==> src/rtl/srt_div_pkg.sv <==
// Shared types and FP32 constants for the SRT divider post-processing stage.
package srt_div_pkg;

  typedef enum logic [2:0] {
    S_IDLE,
    S_CORR,
    S_NORM,
    S_RND,
    S_OUT
  } state_e;

  typedef enum logic [1:0] {
    SP_NORMAL = 2'b00,
    SP_ZERO   = 2'b01,
    SP_INF    = 2'b10,
    SP_NAN    = 2'b11
  } special_e;

  localparam int          FP32_BIAS    = 127;
  localparam int          FP32_EXP_MAX = 255;
  localparam logic [31:0] FP32_QNAN    = 32'h7FC00000;
  localparam int          QUO_W        = 26;
  localparam int          MANT_W       = 24;

endpackage

==> src/rtl/srt_div_fp32_post_if.sv <==
// Upstream/downstream handshake bundle of srt_div_fp32_post.
// exc_flags exists only when FP32_DIV_EXC_FLAGS_EN is defined.
interface srt_div_fp32_post_if;
  import srt_div_pkg::*;

  logic                     in_valid;
  logic                     in_ready;
  logic [QUO_W-1:0]         quo;
  logic                     rem_nz;
  logic                     rem_neg;
  logic signed [9:0]        exp_in;
  logic                     sign_in;
  logic [1:0]               special;
  logic                     out_valid;
  logic                     out_ready;
  logic [31:0]              result;
`ifdef FP32_DIV_EXC_FLAGS_EN
  logic [2:0]               exc_flags;

  modport master (
    output in_valid, quo, rem_nz, rem_neg, exp_in, sign_in, special, out_ready,
    input  in_ready, out_valid, result, exc_flags
  );
  modport slave (
    input  in_valid, quo, rem_nz, rem_neg, exp_in, sign_in, special, out_ready,
    output in_ready, out_valid, result, exc_flags
  );
`else
  modport master (
    output in_valid, quo, rem_nz, rem_neg, exp_in, sign_in, special, out_ready,
    input  in_ready, out_valid, result
  );
  modport slave (
    input  in_valid, quo, rem_nz, rem_neg, exp_in, sign_in, special, out_ready,
    output in_ready, out_valid, result
  );
`endif
endinterface

==> src/rtl/fp32_round_rne.sv <==
// Combinational round-to-nearest-even of a 24-bit mantissa with guard/sticky.
// The inexact output exists only when FP32_DIV_EXC_FLAGS_EN is defined.
module fp32_round_rne
  import srt_div_pkg::*;
(
  input  logic [MANT_W-1:0] mant,
  input  logic              guard,
  input  logic              sticky,
  output logic [MANT_W-1:0] mant_rnd,
  output logic              carry
`ifdef FP32_DIV_EXC_FLAGS_EN
  ,
  output logic              inexact
`endif
);

  logic            round_up;
  logic [MANT_W:0] sum;

  assign round_up = guard & (sticky | mant[0]);
  assign sum      = {1'b0, mant} + {{MANT_W{1'b0}}, round_up};
  assign carry    = sum[MANT_W];
  // Carry-out only happens from all-ones, so the renormalized mantissa is 1.0.
  assign mant_rnd = carry ? {1'b1, {(MANT_W-1){1'b0}}} : sum[MANT_W-1:0];

`ifdef FP32_DIV_EXC_FLAGS_EN
  assign inexact  = guard | sticky;
`endif

endmodule

==> src/rtl/srt_div_fp32_post.sv <==
// FP32 SRT divider post-processing: remainder correction, normalize, RNE round, pack.
// Optional exception flags under FP32_DIV_EXC_FLAGS_EN.
module srt_div_fp32_post
  import srt_div_pkg::*;
(
  input logic                clk,
  input logic                rst,
  srt_div_fp32_post_if.slave bus
);

  state_e state, state_nxt;

  logic [QUO_W-1:0]  quo_p0;
  logic              rem_nz_p0, rem_neg_p0, sign_p0;
  logic signed [9:0] exp_p0;
  special_e          special_p0;

  logic [QUO_W-1:0]  q_p1;
  logic              sticky_p1;

  logic [MANT_W-1:0] mant_p2;
  logic              guard_p2, sticky_p2;
  logic signed [9:0] exp_p2;

  logic [MANT_W-1:0] mant_rnd;
  logic              carry_rnd;
  logic signed [9:0] exp_rnd;
  logic [31:0]       result_q;

  function automatic logic [31:0] pack_fp32(input logic sign, input special_e sp,
                                            input logic signed [9:0] e,
                                            input logic [22:0] frac);
    logic [31:0] r;
    case (sp)
      SP_ZERO: r = {sign, 31'h0};
      SP_INF:  r = {sign, 8'hFF, 23'h0};
      SP_NAN:  r = FP32_QNAN;
      default: begin
        if (e >= FP32_EXP_MAX)  r = {sign, 8'hFF, 23'h0};
        else if (e <= 0)        r = {sign, 31'h0};
        else                    r = {sign, e[7:0], frac};
      end
    endcase
    return r;
  endfunction

`ifdef FP32_DIV_EXC_FLAGS_EN
  logic       inexact_rnd;
  logic [2:0] flags_q;

  function automatic logic [2:0] sat_flags(input special_e sp, input logic signed [9:0] e,
                                           input logic inexact);
    logic [2:0] f;
    if (sp != SP_NORMAL)        f = 3'b000;
    else if (e >= FP32_EXP_MAX) f = 3'b101;
    else if (e <= 0)            f = 3'b011;
    else                        f = {2'b00, inexact};
    return f;
  endfunction
`endif

  always_ff @(posedge clk) begin
    if (rst) state <= S_IDLE;
    else     state <= state_nxt;
  end

  always_comb begin
    state_nxt = state;
    case (state)
      S_IDLE:  if (bus.in_valid) state_nxt = S_CORR;
      S_CORR:  state_nxt = S_NORM;
      S_NORM:  state_nxt = S_RND;
      S_RND:   state_nxt = S_OUT;
      S_OUT:   if (bus.out_ready) state_nxt = S_IDLE;
      default: state_nxt = S_IDLE;
    endcase
  end

  assign bus.in_ready  = (state == S_IDLE);
  assign bus.out_valid = (state == S_OUT);

  always_ff @(posedge clk) begin
    case (state)
      // p0: capture upstream operands
      S_IDLE: if (bus.in_valid) begin
        quo_p0     <= bus.quo;
        rem_nz_p0  <= bus.rem_nz;
        rem_neg_p0 <= bus.rem_neg;
        exp_p0     <= bus.exp_in;
        sign_p0    <= bus.sign_in;
        special_p0 <= special_e'(bus.special);
      end
      // p1: negative-remainder correction
      S_CORR: begin
        q_p1      <= rem_neg_p0 ? quo_p0 - 26'd1 : quo_p0;
        sticky_p1 <= rem_nz_p0;
      end
      // p2: one-bit normalization
      S_NORM: begin
        if (q_p1[QUO_W-1]) begin
          mant_p2   <= q_p1[QUO_W-1:2];
          guard_p2  <= q_p1[1];
          sticky_p2 <= q_p1[0] | sticky_p1;
          exp_p2    <= exp_p0;
        end else begin
          mant_p2   <= q_p1[QUO_W-2:1];
          guard_p2  <= q_p1[0];
          sticky_p2 <= sticky_p1;
          exp_p2    <= exp_p0 - 10'sd1;
        end
      end
      default: ;
    endcase
  end

  fp32_round_rne u_round (
    .mant     (mant_p2),
    .guard    (guard_p2),
    .sticky   (sticky_p2),
    .mant_rnd (mant_rnd),
    .carry    (carry_rnd)
`ifdef FP32_DIV_EXC_FLAGS_EN
    ,
    .inexact  (inexact_rnd)
`endif
  );

  assign exp_rnd = exp_p2 + $signed({9'b0, carry_rnd});

  // Output register: loaded once in S_RND, held through S_OUT backpressure.
  always_ff @(posedge clk) begin
    if (rst) begin
      result_q <= 32'h0;
`ifdef FP32_DIV_EXC_FLAGS_EN
      flags_q  <= 3'b000;
`endif
    end else if (state == S_RND) begin
      result_q <= pack_fp32(sign_p0, special_p0, exp_rnd, mant_rnd[22:0]);
`ifdef FP32_DIV_EXC_FLAGS_EN
      flags_q  <= sat_flags(special_p0, exp_rnd, inexact_rnd);
`endif
    end
  end

  assign bus.result = result_q;
`ifdef FP32_DIV_EXC_FLAGS_EN
  assign bus.exc_flags = flags_q;
`endif

endmodule
==> src/flat_wrapper.sv <==
// flat-port wrapper written by rule: the top's interface ports become plain ports
module srt_div_fp32_post_flat import srt_div_pkg::*;
  (clk, rst, bus_in_valid, bus_quo, bus_rem_nz, bus_rem_neg, bus_exp_in, bus_sign_in, bus_special, bus_out_ready, bus_in_ready, bus_out_valid, bus_result);
  srt_div_fp32_post_if bus_i ();
  input logic clk;
  input logic rst;
  input wire logic [$bits(bus_i.in_valid)-1:0] bus_in_valid;
  input wire logic [$bits(bus_i.quo)-1:0] bus_quo;
  input wire logic [$bits(bus_i.rem_nz)-1:0] bus_rem_nz;
  input wire logic [$bits(bus_i.rem_neg)-1:0] bus_rem_neg;
  input wire logic [$bits(bus_i.exp_in)-1:0] bus_exp_in;
  input wire logic [$bits(bus_i.sign_in)-1:0] bus_sign_in;
  input wire logic [$bits(bus_i.special)-1:0] bus_special;
  input wire logic [$bits(bus_i.out_ready)-1:0] bus_out_ready;
  output wire logic [$bits(bus_i.in_ready)-1:0] bus_in_ready;
  output wire logic [$bits(bus_i.out_valid)-1:0] bus_out_valid;
  output wire logic [$bits(bus_i.result)-1:0] bus_result;
  assign bus_i.in_valid = bus_in_valid;
  assign bus_i.quo = bus_quo;
  assign bus_i.rem_nz = bus_rem_nz;
  assign bus_i.rem_neg = bus_rem_neg;
  assign bus_i.exp_in = bus_exp_in;
  assign bus_i.sign_in = bus_sign_in;
  assign bus_i.special = bus_special;
  assign bus_i.out_ready = bus_out_ready;
  assign bus_in_ready = bus_i.in_ready;
  assign bus_out_valid = bus_i.out_valid;
  assign bus_result = bus_i.result;
  srt_div_fp32_post u_core (.clk(clk), .rst(rst), .bus(bus_i));
endmodule
==> config.mk <==
export PLATFORM = sky130hd
export DESIGN_NAME = srt_div_fp32_post_flat
export DESIGN_NICKNAME = d
export VERILOG_FILES = /design/src/rtl/srt_div_pkg.sv /design/src/rtl/srt_div_fp32_post_if.sv /design/src/rtl/fp32_round_rne.sv /design/src/rtl/srt_div_fp32_post.sv /design/src/flat_wrapper.sv
export SDC_FILE = /design/constraint.sdc
export NUM_CORES = 1
export LEC_CHECK = 0
export CAP_MARGIN = 15
export CORE_UTILIZATION = 40
export DETAILED_ROUTE_END_ITERATION = 10
export PLACE_DENSITY = 0.59
export SYNTH_ARGS = -nofsm -noshare
export SYNTH_HDL_FRONTEND = slang
export SYNTH_HIERARCHICAL = 1
export SYNTH_SLANG_ARGS = --single-unit
==> constraint.sdc <==
create_clock -name clk -period 4.4 [get_ports clk]
set_input_delay 0.66 -clock clk [delete_from_list [all_inputs] [get_ports clk]]
set_output_delay 0.66 -clock clk [all_outputs]
set_load 0.005 [all_outputs]
==> impl_metrics.toml <==
[clock_network]
cts_tree = "done"
postCtsHoldBufs = 0
cts_resized = 0
clk_latency_ps = 410
post_cts.repair.setup_buffers = 0
cts_inserted_buffers = 17
cts.sinks = 139
root_buffer = "clkbuf_16"
clock_path_buffers = 2
cts.clk_slew.worst_paths_ps = 50
htree_levels = 4

[critical_path]
r2r-end = "u_core/bus.result[16]"
reg2reg_slack_ps = 1040
reg2reg_depth = 13
cp_max_fo = 22
crit-reg2reg-launch = "u_core/mant_p2[0]"
startpoint_type = "flip-flop"
crit_arrival_ps = 3660
crit_start = "u_core/mant_p2[0]"
critPathCaptureType = "flip-flop"
endpoint = "u_core/bus.result[16]"
path_class = "flip-flop to flip-flop"
required_ps = 4700

[synthesis]
syn_area_um2 = 6060
synth_nets = 511
synth_area_per_cell_um2 = 13.2
synth_warnings = 6
syn_inst = 460

[power_and_ir_drop]
ir_drop_v = 0.000298
p_leak_nw = 2.61
pwr_density_cell_nw_per_um2 = 409

[detailed_routing]
drc = 0
drt_pass1_iterations = 6
vias = 3699
wl_mm = 10.2
vias_per_cell = 4.97
post_drt_wl_per_cell_um = 13.7
drt_iter0_markers = 194
drt.antenna.violating_nets = 0

[finish]
final_area_um2 = 7560
insertedDiodeCount = 0
layout_common_cells = "104 x edfxtp_1, 78 x clkdlybuf4s50_1, 39 x nor2_1"
final_common_cell = "edfxtp_1"
fillCellCount = 1268
drive_gt1_share_pct = 12.0
fin_nets = 600
area_delta_synth_final_pct = 24.7

[timing]
clock_skew_ps = 4.52
worstMarginPinSlew_ps = 955
finalMaxSlewViolations = 0
fmax_mhz = 298
relSlewSlack_pct = 36.3
setup_tns_ps = 0
rsz0062_at_grt = "false"
fin_crit_sh_pct = 76.3
setup_viol = 0
min_period_ps = 3360
finalHoldViolations = 0

[floorplan]
die_height_um = 125
die_w_um = 125
rows = 44
dieArea_um2 = 15600
core_um2 = 14600
initial_core_util_pct = 41.4
pin_count = 79

[outcome]
status = "complete, no violations"

[place]
numPortBuffers = 78
routabilityCongestion = 0.853
dpl_cell_area_um2 = 7030
dp_hpwl_mm = 7.42

[global_route]
grt_use_total_pct = 14.0
grt_pass1_vias = 3547
antenna_found_initial = 0
grt_pass1_wl_mm = 17.4
grt_max_degree = 42
gr-total-overflow = 0

[job]
maxCapViolCount = 0

[min_path]
holdCritPathClass = "flip-flop to flip-flop"
## worst min path at each step
| stage | slack [ps] | to | depth (start not counted) | startpoint |
|---|---|---|---|---|
| CTS | 440 | u_core/sticky_p1 | 0 | u_core/rem_nz_p0 |
| floorplan | 400 | u_core/sticky_p1 | 0 | u_core/rem_nz_p0 |
| global placement | 410 | u_core/sticky_p1 | 0 | u_core/rem_nz_p0 |
| finish | 430 | u_core/sticky_p1 | 0 | u_core/rem_nz_p0 |
| global route | 440 | u_core/sticky_p1 | 0 | u_core/rem_nz_p0 |
| detailed placement | 420 | u_core/sticky_p1 | 0 | u_core/rem_nz_p0 |
## metal layers
layer | GRT usage [%] | part of all wire (%) | vias to the layer above
met5 | 0 | 0 | -
met4 | 7.17 | 2.1 | 0
met3 | 3.81 | 3.9 | 17
met2 | 20.7 | 43 | 89
met1 | 19.0 | 51 | 1691
li1 | - | - | 1902
## metrics by stage
step	setup slack [ps]	hold WS [ps]	std cells	total power [mW]	utilization [%]
3_5_place_dp	1050	424	713	1.88	48.0
4_1_cts	1060	436	743	3.12	51.5
5_1_grt	731	440	744	3.22	51.6
2_1_floorplan	805	400	460	1.77	-
6_report	1040	432	744	3.09	51.6
3_3_place_gp	1210	410	713	1.87	48.0
## worst max-delay path, cell delays in order, from the launching register on
cell       delay [ps]
edfxtp_1          370
o21a_1            150
ha_1              170
nand4_1           200
nand2b_4          230
nor4_4            310
ha_1              240
ha_1              210
xor2_1            240
and3_1            190
o2111ai_1         120
or3_1             350
and4_4            260
a22o_1            200
## state kept, by name, indices dropped and copies added (netlist names)
name               cells
u_core/bus.result     32
u_core/q_p1           26
u_core/quo_p0         26
u_core/mant_p2        24
u_core/exp_p0         10
u_core/exp_p2         10
u_core/state           3
u_core/special_p0      2
u_core/guard_p2        1
u_core/rem_neg_p0      1
u_core/rem_nz_p0       1
u_core/sign_p0         1
u_core/sticky_p1       1
u_core/sticky_p2       1
## where the power goes
group / switching, mW / internal, mW / total [mW]
registers: 0.0673 / 1.53 / 1.60
clock network: 0.486 / 0.752 / 1.24
logic: 0.123 / 0.126 / 0.249
## layout make-up
class	instances	area (um2)	area share, %
Inverter	7	26.3	0.348
Timing Repair Buffer	83	822	10.9
Multi-Input combinational cell	301	2140	28.3
Clock inverter	12	83.8	1.11
Sequential cell	139	3820	50.6
Clock buffer	18	429	5.68
Tap cell	184	230	3.05
Power figures use the tool's default switching activity.
